<file path="src/rtl/dma_copy_engine.sv">
// Single-channel word-copy DMA: CPU-programmed SRC/DST/LEN, then read/capture/write one word per 3 cycles.
// Master strobes are single-cycle and gated by BusGnt; ABORT stops cleanly at the next word boundary.
module dma_copy_engine (
  input  logic        clk,
  input  logic        reset,
  input  logic        CS_N,
  input  logic        RD_N,
  input  logic        WR_N,
  input  logic [11:0] Addr,
  input  logic [31:0] DataIn,
  output logic [31:0] DataOut,
  output logic        Intr,
  output logic        BusReq,
  input  logic        BusGnt,
  output logic [31:0] MAddr,
  output logic        MRead,
  output logic        MWrite,
  output logic [3:0]  MBe,
  output logic [31:0] MWData,
  input  logic [31:0] MRData
);

  typedef enum logic [2:0] {IDLE, REQ, RD, CAP, WR} state_t;

  state_t      state, state_nxt;
  logic [31:0] src, dst, data;
  logic [15:0] len;
  logic        done, ie, abort_pend;

  logic        busy, wr_en, ctrl_wr, start_wr, abort_wr, done_clr, abort_req;
  logic [1:0]  wr_sel;
  logic        rd_stb, wr_stb, word_done, go, done_set;
  logic        unused_addr;

  assign unused_addr = ^{Addr[11:4], Addr[1:0]};

  assign busy      = (state != IDLE);
  assign wr_en     = ~CS_N & ~WR_N;
  assign wr_sel    = Addr[3:2];
  assign ctrl_wr   = wr_en & (wr_sel == 2'd3);
  assign start_wr  = ctrl_wr & DataIn[0];
  assign done_clr  = ctrl_wr & DataIn[2];
  assign abort_wr  = ctrl_wr & DataIn[4];
  assign abort_req = abort_pend | abort_wr;

  always_comb begin
    state_nxt = state;
    rd_stb    = 1'b0;
    wr_stb    = 1'b0;
    word_done = 1'b0;
    go        = 1'b0;
    done_set  = 1'b0;
    case (state)
      IDLE: begin
        if (start_wr) begin
          if (len != 16'd0) begin
            state_nxt = REQ;
            go        = 1'b1;
          end else begin
            done_set = 1'b1;
          end
        end
      end
      REQ: begin
        if (abort_req)   state_nxt = IDLE;
        else if (BusGnt) state_nxt = RD;
      end
      RD: begin
        if (BusGnt) begin
          rd_stb    = 1'b1;
          state_nxt = CAP;
        end
      end
      CAP: state_nxt = WR;
      WR: begin
        if (BusGnt) begin
          wr_stb    = 1'b1;
          word_done = 1'b1;
          // Completion takes priority over a pending abort on the last word.
          if (len == 16'd1) begin
            state_nxt = IDLE;
            done_set  = 1'b1;
          end else if (abort_req) begin
            state_nxt = IDLE;
          end else begin
            state_nxt = RD;
          end
        end
      end
      default: state_nxt = IDLE;
    endcase
  end

  always_ff @(posedge clk) begin
    if (!reset) begin
      state      <= IDLE;
      src        <= 32'h0;
      dst        <= 32'h0;
      len        <= 16'h0;
      data       <= 32'h0;
      done       <= 1'b0;
      ie         <= 1'b0;
      abort_pend <= 1'b0;
    end else begin
      state <= state_nxt;
      if (word_done) begin
        src <= src + 32'd4;
        dst <= dst + 32'd4;
        len <= len - 16'd1;
      end else if (wr_en && !busy) begin
        case (wr_sel)
          2'd0:    src <= {DataIn[31:2], 2'b00};
          2'd1:    dst <= {DataIn[31:2], 2'b00};
          2'd2:    len <= DataIn[15:0];
          default: ;
        endcase
      end
      if (state == CAP) data <= MRData;
      if (ctrl_wr) ie <= DataIn[3];
      if (done_set)             done <= 1'b1;
      else if (go || done_clr)  done <= 1'b0;
      if (state_nxt == IDLE)        abort_pend <= 1'b0;
      else if (abort_wr && busy)    abort_pend <= 1'b1;
    end
  end

  always_comb begin
    DataOut = 32'h0;
    if (!CS_N && !RD_N) begin
      case (Addr[3:2])
        2'd0:    DataOut = src;
        2'd1:    DataOut = dst;
        2'd2:    DataOut = {16'h0, len};
        default: DataOut = {27'h0, 1'b0, ie, done, busy, 1'b0};
      endcase
    end
  end

  assign BusReq = busy;
  assign MRead  = rd_stb;
  assign MWrite = wr_stb;
  assign MBe    = (rd_stb | wr_stb) ? 4'hF : 4'h0;
  assign MAddr  = rd_stb ? src : (wr_stb ? dst : 32'h0);
  assign MWData = wr_stb ? data : 32'h0;
  assign Intr   = ~(done & ie);

endmodule

</file>
<file path="config.mk">
export PLATFORM = sky130hd
export DESIGN_NAME = dma_copy_engine
export DESIGN_NICKNAME = d
export VERILOG_FILES = /design/src/rtl/dma_copy_engine.sv
export SDC_FILE = /design/constraint.sdc
export NUM_CORES = 1
export LEC_CHECK = 0
export CAP_MARGIN = 10
export CORE_ASPECT_RATIO = 0.9
export CORE_MARGIN = 10
export CORE_UTILIZATION = 53
export CTS_CLUSTER_DIAMETER = 150
export CTS_CLUSTER_SIZE = 40
export DETAILED_ROUTE_END_ITERATION = 12
export PLACE_DENSITY = 0.86
export SETUP_SLACK_MARGIN = 0.3
export SLEW_MARGIN = 20
export SYNTH_ARGS = -nofsm -noshare
export SYNTH_HDL_FRONTEND = slang
export SYNTH_SLANG_ARGS = --single-unit
</file>
<file path="constraint.sdc">
create_clock -name clk -period 3.5 [get_ports clk]
set_input_delay 0.7 -clock clk [delete_from_list [all_inputs] [get_ports clk]]
set_output_delay 0.7 -clock clk [all_outputs]
set_load 0.03 [all_outputs]
</file>
Word level (Yosys, flattened, before mapping)
Index checks and enable logic that the tools add are counted.

Input port bits: 82. Register bits: 118. Word-level logic and storage cells: 89. Output and inout port bits: 104.

Equality and inequality tests: 8. Bitwise operators: 12. Reductions and logical operators: 21. Muxes and demuxes: 37. Add/sub/neg operators: 3.

Operators by type and width (number): $mux 32 (10); $pmux 32 s3 (1); $add 32x3->32 const B (2); $mux 16 (3); $mux 3 (6); $eq 16x1->1 const B (1); $reduce_bool 16->1 (1); $sub 16x1->16 const B (1); $pmux 3 s5 (1); $mux 1 (12); $reduce_bool 2->1 (5); $and 1x1->1 (6); $eq 3x2->1 const B (2); $logic_not 3->1 (2); $reduce_and 2->1 (3); $eq 2x2->1 const B (2); $mux 2 (2); $mux 4 (1); $not 1->1 (4); $eq 3x1->1 const B (1); $eq 3x3->1 const B (1); $logic_and 1x1->1 (3); $logic_not 1->1 (3); $reduce_bool 3->1 (1); other kinds (6) (7).

Logic depth before layout (Yosys ltp)
Depth after elaboration: 11. Mapped depth: 9. Gate-level depth less buffers: 6.

Least setup slack after synthesis
Ideal clock, no wire load.

Path kind: input-to-output. Start: in Addr[3]. End: out DataOut[1]. Required time: 2.800 ns. Setup slack: 0.405 ns. Stages: 4. Buffers on the path: 2. Data arrival time: 2.395 ns. Path through: buf_1 > clkbuf_1 > nand2_1 > a211oi_1.

Cells in the longest elaborated chain, start to end: 3.

Ends and longest elaborated chain: start: declaration (line 9) `input logic [11:0] Addr,`; $eq 2x2->1 (tied with other cells) (line 130) `case (Addr[3:2])`; $pmux 32 s3 (*) (line 130); $mux 32 (*) (line 129) `if (!CS_N && !RD_N) begin`; end: declaration (line 11) `output logic [31:0] DataOut,`.

Mark *: on every way between the ends. The rest lies on a longest branch, timed or not.

Worst setup path in the final report
Start: in Addr[3]. End: out DataOut[2].

The elaborated chain is that of the path after synthesis.

==> run summary <==
Run status: complete, no violations
TritonCTS clock tree: built
Peak VDD IR: 0.378 mV
CP peak stage delay: 0.62 ns
Vias in the first global route: 7695
Slowest CP cell: clkdlybuf4s50_1
Die Span Y: 129 um
Multi-input gate area: 4340 sq um
Yosys cell types: 72
Static leakage: 3.52 nW
DRT Pass-1 Iters: 6
Synth Area in Simple Gates: 0.293
Gr usage total: 0.272
Max clock buf depth: 2
Worst Hold Depth: 2
Final instance area: 9230 sq um
FF+latch area: 2280 sq um
Share of layout cells above drive strength 1: 0.160
Post-cts repair resize count: 1
Avg WL per Cell: 20.3 um
CP Buf/Inv Count: 2
Tmin final: 3.14 ns
Cells after synthesis: 945
DPL Wire Length: 17500 um
Levels on crit path: 4
Root Buffer: clkbuf_16
Hold Path Origin: data[13]$_SDFFE_PN0N_
Setup_tns: 0 ns
Adder-Cell Fraction of Synth Area: 0.00894
Vias after detailed routing: 8006
RSZ-0062 raised after global routing: no
Largest net degree at the start of global routing: 69
Cell family with most CP delay: buffers and inverters
Synth async-reset ratio: 0
Syn avg cell area: 7.40 sq um
Filler cells: 1036
Detailed Route WL: 25500 um
Max-slew headroom: 0.297
Clock sinks: 114
Top cell by count, worst path: clkdlybuf4s50_1
Post-Synth XOR/XNOR Area: 0.00501
Via/cell ratio: 6.39
Hold_buf cts: 0
Tcrit/Tclk final: 0.897
Synthesized area: 7000 sq um
CP startpoint: Addr[3]
Worst-path clk slew: 0.06 ns
Clk Latency, worst-skew pair: 0.43 ns
Post-DP Area: 8550 sq um
Initial Util: 0.545
Data required, critical path: 2.80 ns
Remaining routing DRC violations: 0
Yosys top cell area share: 0.326
Worst slew pin tran: 1.05 ns
Critical Path Source Type: input pin
PortBufs: 173
Final ANT Viol Nets: 0
R2R cell count: 6
Area delta synth->final: 31.9%
Reg-to-Reg Start: src[3]$_SDFFE_PN0P_
Endpoints failing hold: 0
Crit path max fanout: 7
Total congestion overflow: 0
Initial antenna violation count: 0
Synth warn: 0
Max-slew violation count: 0
Final setup violation count: 0
Yosys reg bits: 114
Leading area contributor after synthesis: dfxtp_1
Global-route wire length before repair: 40700 um
Core ar.: 12800 sq um
Crit-path cells: clkdlybuf4s50_1 -> mux4_2 -> and2_1 -> clkdlybuf4s50_1
Max Freq: 319 MHz
EDFF count, synth: 0
Post-synthesis mux area share: 0.0544
Util after Layout: 0.719
Sequential-to-total area share from yosys stat: 0.326
Full die area: 18200 sq um
Crit path DAT: 2.44 ns
Crit path kind: input pin to output pin
Worst hold path type: flip-flop to flip-flop
Inserted Diodes: 0
Top cells by area, synth: dfxtp_1, a21oi_1, nand2_1
DR iter-0 viols: 1257
Pwr/cell area: 393 nW/um^2
Gpl congestion: 0.947
Max-cap violation count: 0
Largest family of logic cells by synthesized area: simple AND/OR/NAND/NOR gates
Fin nets: 1163
Ports: 186
CTS Buf Count: 17
Endpoint class of the critical path: output pin
Post-synthesis compound-gate area fraction: 0.254
Clock skew: 0.0107 ns
Primary FF master, synth: dfxtp_1
Cell Rows: 39
Die X: 141 um
Setup Buffers After CTS: 0
H-tree depth: 4
## final timing paths
path	to	slack (ns)
min reg2reg	data[13]$_SDFFE_PN0N_	0.45
max reg2reg	src[20]$_SDFFE_PN0P_	0.91
min	data[13]$_SDFFE_PN0N_	0.45
max	DataOut[2]	0.36
## layout make-up
type	count	share of cell area
clock buffers	20	0.0495
clock inverters	12	0.0222
inverters	16	0.00651
multi-input cells	729	0.470
flip-flops and latches	114	0.247
well taps	164	0.0222
repair buffers	198	0.182
## cells in the final DEF (no fill, tap or decap), types with 10 or more instances in the layout
| cell type | instances |
|---|---|
| buf_4 | 122 |
| nand4_1 | 14 |
| clkbuf_16 | 17 |
| inv_1 | 14 |
| o21ai_0 | 45 |
| a31oi_1 | 14 |
| nor4_1 | 10 |
| nand2_1 | 119 |
| a211oi_1 | 18 |
| a311oi_1 | 15 |
| dfxtp_1 | 114 |
| nor2_1 | 104 |
| and2_1 | 42 |
| nor3_1 | 29 |
| mux2i_1 | 32 |
| nand3_1 | 30 |
| a22o_1 | 22 |
| and3_1 | 14 |
| clkdlybuf4s50_1 | 74 |
| a21oi_1 | 99 |
| o221ai_1 | 10 |
## flip-flops by register name (all words and copies together) (netlist names)
register,count
ie,1
data,32
done,1
abort_pend,1
state,3
len,16
dst,30
src,30
## synth_stat cells, types with 14 or more instances
master      n
and3_1     14
a21oi_1    99
nand3_1    30
a211oi_1   18
o21ai_0    45
dfxtp_1   114
a311oi_1   15
mux2i_1    32
a22o_1     22
nand2_1   119
clkbuf_1   75
nor3_1     29
inv_1      15
a31oi_1    14
nor2_1    104
nand4_1    14
and2_1     42
## power breakdown
part           total [W]  internal (W)  switching (W)
registers        0.00137       0.00132      0.0000418
clock network    0.00195       0.00130       0.000649
logic           0.000312      0.000146       0.000166
## cells by family after synthesis
| family | count (synthesis) |
|---|---|
| adder cells (fa/ha/maj) | 5 |
| flip-flops | 114 |
| AND/OR/NAND/NOR | 413 |
| XOR/XNOR | 4 |
| buffers and inverters | 103 |
| multiplexers | 35 |
| other | 1 |
| AO/OA/AOI/OAI | 270 |
## routing by layer
layer  up-vias  routed length (um)  track usage  part of all wire
li1       3700                   -            -                 -
met1      3667                9980        0.337              0.39
met2       551               11200        0.422              0.44
met3        88                3530       0.0964              0.14
met4         0                 745        0.113             0.029
met5         -                   0            0                 0
## through the flow
step | hold WS (ns) | power (W) | cells | setup WS, ns
3_3_place_gp | 0.437 | 0.00169 | 1221 | 0.340
4_1_cts | 0.452 | 0.00361 | 1253 | 0.384
6_report | 0.449 | 0.00363 | 1253 | 0.361
5_1_grt | 0.464 | 0.00372 | 1253 | 0.303
3_5_place_dp | 0.444 | 0.00169 | 1221 | 0.275
2_1_floorplan | 0.432 | 0.00154 | 946 | 0.405
## worst min-delay path, stage by stage, from the launching register on
cell and delay (ns):
dfxtp_1 0.30, nand2_1 0.05, a21oi_1 0.05
Power figures use the tool's default switching activity.
